## src/rtl/pio_edge_capture_pkg.sv

```systemverilog
// Shared constants for the PIO edge-capture block: register map, counter width
// and parameter defaults.
package pio_edge_capture_pkg;

  localparam logic [2:0] ADDR_DATA     = 3'd0;
  localparam logic [2:0] ADDR_RISE_EN  = 3'd1;
  localparam logic [2:0] ADDR_IRQ_MASK = 3'd2;
  localparam logic [2:0] ADDR_EDGE_CAP = 3'd3;
  localparam logic [2:0] ADDR_FALL_EN  = 3'd4;
  localparam logic [2:0] ADDR_DEBOUNCE = 3'd5;
  localparam logic [2:0] ADDR_EVT_CNT  = 3'd6;
  localparam logic [2:0] ADDR_RAW      = 3'd7;

  localparam int EVT_W = 16;

  localparam int DEF_WIDTH       = 32;
  localparam int DEF_SYNC_STAGES = 2;
  localparam int DEF_DEBOUNCE_W  = 8;

endpackage

```

## src/rtl/pio_edge_capture_bit_filter.sv

```systemverilog
// Single-bit input conditioning: SYNC_STAGES-deep synchroniser followed by a
// counter-based debounce that only commits a level once it has held long enough.
module pio_bit_filter
  import pio_edge_capture_pkg::*;
#(
  parameter int SYNC_STAGES = DEF_SYNC_STAGES,
  parameter int DEBOUNCE_W  = DEF_DEBOUNCE_W
) (
  input  logic                  clk,
  input  logic                  reset,
  input  logic                  din,
  input  logic [DEBOUNCE_W-1:0] debounce,
  output logic                  sync,
  output logic                  filt
);

  localparam logic [DEBOUNCE_W-1:0] CNT_ONE = DEBOUNCE_W'(1);

  logic [SYNC_STAGES-1:0] sync_q, sync_d;
  logic                   filt_q, filt_d;
  logic [DEBOUNCE_W-1:0]  cnt_q, cnt_d;

  assign sync = sync_q[SYNC_STAGES-1];
  assign filt = filt_q;

  // Counter runs while sync disagrees with filt; it wraps freely if the
  // threshold is lowered below the current count.
  always_comb begin
    sync_d = {sync_q[SYNC_STAGES-2:0], din};
    filt_d = filt_q;
    cnt_d  = cnt_q;
    if (sync == filt_q) begin
      cnt_d = '0;
    end else if (cnt_q == debounce) begin
      filt_d = sync;
      cnt_d  = '0;
    end else begin
      cnt_d = cnt_q + CNT_ONE;
    end
  end

  always_ff @(posedge clk or posedge reset) begin
    if (reset) begin
      sync_q <= '0;
      filt_q <= 1'b0;
      cnt_q  <= '0;
    end else begin
      sync_q <= sync_d;
      filt_q <= filt_d;
      cnt_q  <= cnt_d;
    end
  end

endmodule

```

## src/rtl/pio_edge_capture.sv

```systemverilog
// Avalon-MM PIO with per-bit synchronise/debounce, rising/falling edge capture,
// maskable level interrupt and a saturating event counter.
module pio_edge_capture
  import pio_edge_capture_pkg::*;
#(
  parameter int WIDTH       = DEF_WIDTH,
  parameter int SYNC_STAGES = DEF_SYNC_STAGES,
  parameter int DEBOUNCE_W  = DEF_DEBOUNCE_W
) (
  input  logic             clk,
  input  logic             reset,
  input  logic [2:0]       address,
  input  logic             chipselect,
  input  logic             write_n,
  input  logic [31:0]      writedata,
  output logic [31:0]      readdata,
  input  logic [WIDTH-1:0] in_port,
  output logic             irq
);

  localparam logic [EVT_W-1:0] EVT_ONE = EVT_W'(1);

  logic [WIDTH-1:0]      sync_s, filt_s, detect_s, clr_s;
  logic [WIDTH-1:0]      filt_dly_q, filt_dly_d;
  logic [WIDTH-1:0]      rise_en_q, rise_en_d, fall_en_q, fall_en_d;
  logic [WIDTH-1:0]      irq_mask_q, irq_mask_d, edge_cap_q, edge_cap_d;
  logic [DEBOUNCE_W-1:0] debounce_q, debounce_d;
  logic [EVT_W-1:0]      evt_q, evt_d;
  logic [31:0]           readdata_q, readdata_d;
  logic                  wr_s;

  for (genvar i = 0; i < WIDTH; i++) begin : g_bit
    pio_bit_filter #(
      .SYNC_STAGES(SYNC_STAGES),
      .DEBOUNCE_W (DEBOUNCE_W)
    ) u_filter (
      .clk     (clk),
      .reset   (reset),
      .din     (in_port[i]),
      .debounce(debounce_q),
      .sync    (sync_s[i]),
      .filt    (filt_s[i])
    );
  end

  function automatic logic [31:0] zext_w(input logic [WIDTH-1:0] v);
    logic [31:0] r;
    r = '0;
    r[WIDTH-1:0] = v;
    return r;
  endfunction

  assign wr_s     = chipselect & ~write_n;
  assign detect_s = (filt_s & ~filt_dly_q & rise_en_q) | (~filt_s & filt_dly_q & fall_en_q);
  assign clr_s    = (wr_s && (address == ADDR_EDGE_CAP)) ? writedata[WIDTH-1:0] : '0;
  assign irq      = |(edge_cap_q & irq_mask_q);
  assign readdata = readdata_q;

  // Register writes, capture update and event counting.
  always_comb begin
    filt_dly_d = filt_s;
    rise_en_d  = rise_en_q;
    fall_en_d  = fall_en_q;
    irq_mask_d = irq_mask_q;
    debounce_d = debounce_q;
    edge_cap_d = (edge_cap_q & ~clr_s) | detect_s;
    if (wr_s) begin
      case (address)
        ADDR_RISE_EN:  rise_en_d  = writedata[WIDTH-1:0];
        ADDR_IRQ_MASK: irq_mask_d = writedata[WIDTH-1:0];
        ADDR_FALL_EN:  fall_en_d  = writedata[WIDTH-1:0];
        ADDR_DEBOUNCE: debounce_d = writedata[DEBOUNCE_W-1:0];
        default:       rise_en_d  = rise_en_q;
      endcase
    end else begin
      rise_en_d = rise_en_q;
    end
    // A clear that lands with a new event keeps that event counted.
    if (wr_s && (address == ADDR_EVT_CNT)) begin
      evt_d = (|detect_s) ? EVT_ONE : '0;
    end else if ((|detect_s) && (evt_q != {EVT_W{1'b1}})) begin
      evt_d = evt_q + EVT_ONE;
    end else begin
      evt_d = evt_q;
    end
  end

  // Read mux; result is registered so readdata lags address by one cycle.
  always_comb begin
    readdata_d = '0;
    case (address)
      ADDR_DATA:     readdata_d = zext_w(filt_s);
      ADDR_RISE_EN:  readdata_d = zext_w(rise_en_q);
      ADDR_IRQ_MASK: readdata_d = zext_w(irq_mask_q);
      ADDR_EDGE_CAP: readdata_d = zext_w(edge_cap_q);
      ADDR_FALL_EN:  readdata_d = zext_w(fall_en_q);
      ADDR_DEBOUNCE: readdata_d[DEBOUNCE_W-1:0] = debounce_q;
      ADDR_EVT_CNT:  readdata_d[EVT_W-1:0] = evt_q;
      ADDR_RAW:      readdata_d = zext_w(sync_s);
      default:       readdata_d = '0;
    endcase
  end

  always_ff @(posedge clk or posedge reset) begin
    if (reset) begin
      filt_dly_q <= '0;
      rise_en_q  <= '1;
      fall_en_q  <= '0;
      irq_mask_q <= '0;
      edge_cap_q <= '0;
      debounce_q <= '0;
      evt_q      <= '0;
      readdata_q <= '0;
    end else begin
      filt_dly_q <= filt_dly_d;
      rise_en_q  <= rise_en_d;
      fall_en_q  <= fall_en_d;
      irq_mask_q <= irq_mask_d;
      edge_cap_q <= edge_cap_d;
      debounce_q <= debounce_d;
      evt_q      <= evt_d;
      readdata_q <= readdata_d;
    end
  end

endmodule

```

## config.mk

```make
export PLATFORM = sky130hd
export DESIGN_NAME = pio_edge_capture
export DESIGN_NICKNAME = d
export VERILOG_FILES = /design/src/rtl/pio_edge_capture_pkg.sv /design/src/rtl/pio_edge_capture_bit_filter.sv /design/src/rtl/pio_edge_capture.sv
export SDC_FILE = /design/constraint.sdc
export NUM_CORES = 1
export LEC_CHECK = 0
export ABC_AREA = 1
export BUFFER_PORTS_ARGS = -buffer_cell sky130_fd_sc_hd__buf_2
export CORE_ASPECT_RATIO = 0.9
export CORE_UTILIZATION = 60
export CTS_CLUSTER_DIAMETER = 200
export DETAILED_ROUTE_END_ITERATION = 6
export GPL_TIMING_DRIVEN = 0
export HOLD_SLACK_MARGIN = 0.15
export PLACE_DENSITY_LB_ADDON = 0.08
export SETUP_SLACK_MARGIN = 0.4
export SLEW_MARGIN = 10
export SYNTH_ARGS = -nofsm -noshare
export SYNTH_HDL_FRONTEND = slang
export SYNTH_SLANG_ARGS = --single-unit
```

## constraint.sdc

```tcl
create_clock -name clk -period 52.4 [get_ports clk]
set_input_delay 7.86 -clock clk [delete_from_list [all_inputs] [get_ports clk]]
set_output_delay 7.86 -clock clk [all_outputs]
set_load 0.005 [all_outputs]
```

---- Yosys cells after proc, flatten, opt, wreduce, memory -nomap -nowiden ----
Cells that the tools add are included.
word-level totals
  word-level logic and storage cells ...... 368
  ROM bits ................................ 0
  output and inout port bits .............. 33
  bits in registers ....................... 568
  memory bits (writable) .................. 0
  memories kept ........................... 0
  bits in latches ......................... 0
  input bits .............................. 71
cells by class
  reductions and logical operators ........ 43
  divide/modulo/power cells ............... 0
  mux-type cells .......................... 71
  equal/unequal tests ..................... 72
  shift-type cells ........................ 0
  $add $sub $neg .......................... 33
  magnitude comparators ................... 0
  bitwise operators ....................... 45
  multiply operators ...................... 0
operator list
  cell                                                              number
  8-bit 2-to-1 mux                                                  64
  8-bit by 1-bit adder with 8-bit output (second input constant)    32
  8-bit == test                                                     32
  32-bit AND                                                        6
  32-bit inverter                                                   3
  16-bit case mux with 6 select lines                               1
  2-bit AND reduction                                               36
  32-bit OR                                                         2
  8-bit case mux with 8 select lines                                1
  32-bit OR reduction                                               2
  8-bit case mux with 7 select lines                                1
  1-bit inverter                                                    33
  1-bit == test                                                     32
  16-bit 2-to-1 mux                                                 2
  32-bit 2-to-1 mux                                                 1
  16-bit by 1-bit adder with 16-bit output (second input constant)  1
  16-bit != test (second input constant)                            1
  3-bit == test (second input constant)                             4
  3-bit by 2-bit == test with 1-bit output (second input constant)  2
  3-bit by 1-bit == test with 1-bit output (second input constant)  1
  1-bit logical AND                                                 3
  3-bit zero test                                                   1
  2-bit nonzero test                                                1
  1-bit AND                                                         1
  1-bit 2-to-1 mux                                                  1

---- Logic depth before layout (Yosys ltp) ----
  depth in word-level cells ............... 8
  mapped depth ............................ 13
  depth with buffers taken out ............ 12

---- By module ----
Synthesis repeated with hierarchy kept, for this count alone.
second synthesis, totals
  cells, all modules ...................... 3685
  area, all modules ....................... 29380.7 um^2
by module, submodules not included
  module            seq. area each (um^2)  area an instance (um^2)  cells each  instances
  pio_bit_filter    275.3                  608.1                    78          32
  pio_edge_capture  5445.2                 9922.0                   1189        1

---- Worst setup path after synthesis ----
OpenSTA, ideal clock, no wires.
  path kind ............................... input -> register
  from .................................... in address[0]
  to ...................................... reg readdata_q[10], in the netlist readdata[10]
  required time ........................... 52.255 ns
  buffers on the path ..................... 2
  arrival time ............................ 8.889 ns
  stages .................................. 6
  slack ................................... 43.366 ns
  setup time .............................. 0.145 ns
  path through ............................ buf_2 > nand3_1 > inv_1 > clkbuf_1 > a221oi_1 > o2111ai_1
between the ends
  cells in the longest elaborated chain, start to end .. 2
  elaborated cells on any way between the ends .. 8
  those cells by class .................... 6 x eq/ne; 1 x mux; 1 x reduce/logical
ends and longest elaborated chain
  item                                    RTL line                 text
  from (decl)                             pio_edge_capture.sv:12   input logic [2:0] address,
  3-bit == test (tied with other cells)   pio_edge_capture.sv:91   case (address)
  8-bit case mux with 7 select lines (*)  pio_edge_capture.sv:91
  via readdata_d[10]                      pio_edge_capture.sv:29   logic [31:0] readdata_q, readdata_d;
  to (signal assigned)                    pio_edge_capture.sv:122  readdata_q <= readdata_d;
  to (decl)                               pio_edge_capture.sv:29
The timed path passes the listed nets; every way through them passes the cells marked *.
A chain may end at the register's enable or synchronous reset.

---- Worst setup path after layout ----
  from .................................... reg irq_mask_q[2]
  to ...................................... out irq
between the ends
  cells in the longest elaborated chain, start to end .. 2
ends and longest elaborated chain
  item                    RTL line                 text
  from (decl)             pio_edge_capture.sv:26   logic [WIDTH-1:0] irq_mask_q, irq_mask_d, edge_cap_q, edge_cap_d;
  from (signal assigned)  pio_edge_capture.sv:118  irq_mask_q <= irq_mask_d;
  32-bit AND              pio_edge_capture.sv:56   assign irq = |(edge_cap_q & irq_mask_q);
  32-bit OR reduction     pio_edge_capture.sv:56
  to (decl)               pio_edge_capture.sv:18   output logic irq
Every way passes these cells.

==> metrics <==
Lkg Pwr 14.47 nW; DRT antenna net count 0; period utilization 19.06%; Net Count, Synth 3289; Clock Sinks 568; synthesized area 27380 sq um; grt total ovfl 0; reg2reg path depth 8; Peak VDD IR 0.03015 mV; worst-case clock buffer depth 3; Worst path max stage delay 0.40 ns; boundary pin count 104; Placer Congestion 0.9389; post-CTS setup buffers 0; Synth async-reset ratio 100.0%; Worst slew margin 12.47%; Slew @ Worst Pin 1.313 ns; Critical Path Sink Type output port; mean routed wirelength per cell 19.59 um; via count 22960; Yosys reg bits 568; worst setup path class register to output port; skew final 0.02729 ns; post-layout min period 9.987 ns; Final Util 69.02%; Top Family by Delay on Critical Path simple AND/OR/NAND/NOR gates; min-delay worst type register to register; RSZ-0062 raised after global routing false; WP buf/inv 1; total CTS buffers 58; dpl hpwl 55710 um; Critical Path Stages 7; Post-DP Area 28790 sq um; port buffer count 102; Netlist cell types 41; Final Setup Violations 0; iteration count of the initial detailed-routing pass 6; site row count 73; Initial Utilization 61.44%; Placement Setup Slack 42.15 ns; Die ar. 46500 sq um; hold buffer count at cts 0; Hold Path Cell Cnt 0; most common cell after layout, fill and taps aside nand2_1; Design Area, Final 30760 sq um; Synth Area per Inst 8.598 sq um; Fin Hold WS 0.3468 ns; area delta synth->final 12.34%; mux contribution to synthesized area 0%; most frequent cells in the layout nand2_1, dfrtp_1, inv_1; CP Launch Type register; vias per std cell 5.738; gr usage total 34.62%; Synth Area in Compound Gates 7.722%; yosys warns 0; Syn Inst Count 3185; Cell Pwr Density 46.15 nW/um^2; pin count of the biggest net entering global routing 123; CP required 44.54 ns; Core Area 44570 sq um; CTS tree yes; Worst path most repeated cell nand2_1; share of cells above drive strength 1 8.944%; PostCTS Resize Cnt 0; Post-synth EDFFs 0; Root Buffer clkbuf_16; chip width 227.2 um; H-tree levels 2; first-pass GRT wire length 122000 um; post-synthesis adder-cell area fraction 1.508%; prevailing post-synth register cell dfrtp_1; Initial DRC Count 2379; vias in the first global route 22130; post-synthesis xor/xnor area fraction 8.700%; fmax 100.1 MHz; Post-Route WL 78410 um; Clock Pin Slew Worst Setup and Hold Paths 0.06 ns; CP Max Fanout 3; simple-gate share of the synthesized area 23.93%; critical path cell sequence nand2_1, nand2_1, a221oi_1, nand3_1, nor2_1, nand4_1, buf_2; Hold Vio Cnt, Final 0; largest family of logic cells by synthesized area simple AND/OR/NAND/NOR gates; initial antenna violation count 4; final net count 3456; Die Y-Extent 204.7 um; setup ws final 42.41 ns; slowest stage cell, crit path dfrtp_1; Clock Latency Late Sink 0.64 ns; placed insts 3892; fin cells 4002; number of remaining DRC errors 0; WP data arrival 2.13 ns; sequential element share of the synthesized area 52.05%; final max-slew violation count 0; Pwr Total 1.420 mW; setup tns final 0 ns; Max Cap Viol 0; status finished clean
synth_stat cells (2+ instances only):
cell / n / area (sq um)
o21ai_1: 5 / 25.02
nand2_4: 2 / 22.52
a22oi_1: 33 / 247.7
or2_2: 14 / 87.58
a211o_1: 4 / 35.03
a221oi_1: 22 / 192.7
buf_2: 35 / 175.2
xor2_1: 142 / 1244
o22ai_1: 12 / 75.07
o21ai_0: 197 / 986.0
a31oi_1: 28 / 175.2
nand2_1: 766 / 2875
dfstp_2: 32 / 840.8
inv_1: 329 / 1235
nand4_1: 52 / 325.3
xnor2_1: 130 / 1139
o2111ai_1: 13 / 113.9
nor2_1: 317 / 1190
a21oi_1: 35 / 175.2
buf_1: 6 / 22.52
nand3b_1: 32 / 240.2
and3_1: 14 / 87.58
ha_1: 33 / 412.9
nor3_1: 113 / 565.5
nand3_1: 215 / 1076
o211ai_1: 4 / 30.03
dfrtp_1: 536 / 13410
clkbuf_1: 38 / 142.6
a22o_1: 5 / 43.79
buf_4: 9 / 67.56
nand2_2: 2 / 12.51
registers in the layout, summed over array words and instances, names as in the netlist:
name,count
g_bit.u_filter.cnt_q,256
g_bit.u_filter.sync_q,64
edge_cap_q,32
fall_en_q,32
filt_dly_q,32
g_bit.u_filter.filt,32
irq_mask_q,32
readdata,32
rise_en_q,32
evt_q,16
debounce_q,8
cells by family (layout without fill, tap and decap cells):
logic type | Yosys count | in the layout
adders and majority gates | 33 | 33
DFF | 568 | 568
and+or+nand+nor | 1533 | 1533
other | 0 | 3
xor gates and xnor gates | 272 | 272
buffers and inverters | 419 | 633
AOI/OAI and AO/OA | 360 | 360
cell type report:
class | instances | area [sq um]
Sequential cell | 568 | 14250
Fill cell | 3588 | 13810
Tap cell | 600 | 750.7
Antenna cell | 3 | 7.507
Clock buffer | 87 | 1730
Buffer | 89 | 427.9
Clock inverter | 20 | 234.0
Multi-Input combinational cell | 2198 | 11460
Timing Repair Buffer | 107 | 648.1
Inverter | 330 | 1246
path summary, 6_finish.rpt:
kind	startpoint	to	slack, ns
setup / recovery	irq_mask_q[2]	irq	42.41
hold / removal	g_bit[23].u_filter.sync_q[0]	g_bit[23].u_filter.sync_q[1]	0.35
setup reg to reg	debounce_q[5]	g_bit[24].u_filter.cnt_q[5]	49.60
hold reg to reg	g_bit[23].u_filter.sync_q[0]	g_bit[23].u_filter.sync_q[1]	0.35
max in group asynchronous	reset	g_bit[25].u_filter.cnt_q[4]	43.32
min in group asynchronous	reset	g_bit[20].u_filter.cnt_q[4]	7.25
where the power goes:
group	leakage, nW	internal (mW)	total [mW]	switching, mW
sequential	7.31	0.528	0.610	0.0820
clock	0.964	0.247	0.423	0.176
combinational	6.19	0.136	0.386	0.250
metal layers:
layer,vias up,GRT usage [%],share of wire (%)
met2,994,52.91,45
li1,10650,-,-
met1,11120,48.95,43
met4,0,14.69,4.0
met5,-,0,0
met3,196,5.895,8.6
No activity file was read; power rests on OpenSTA's default activity.
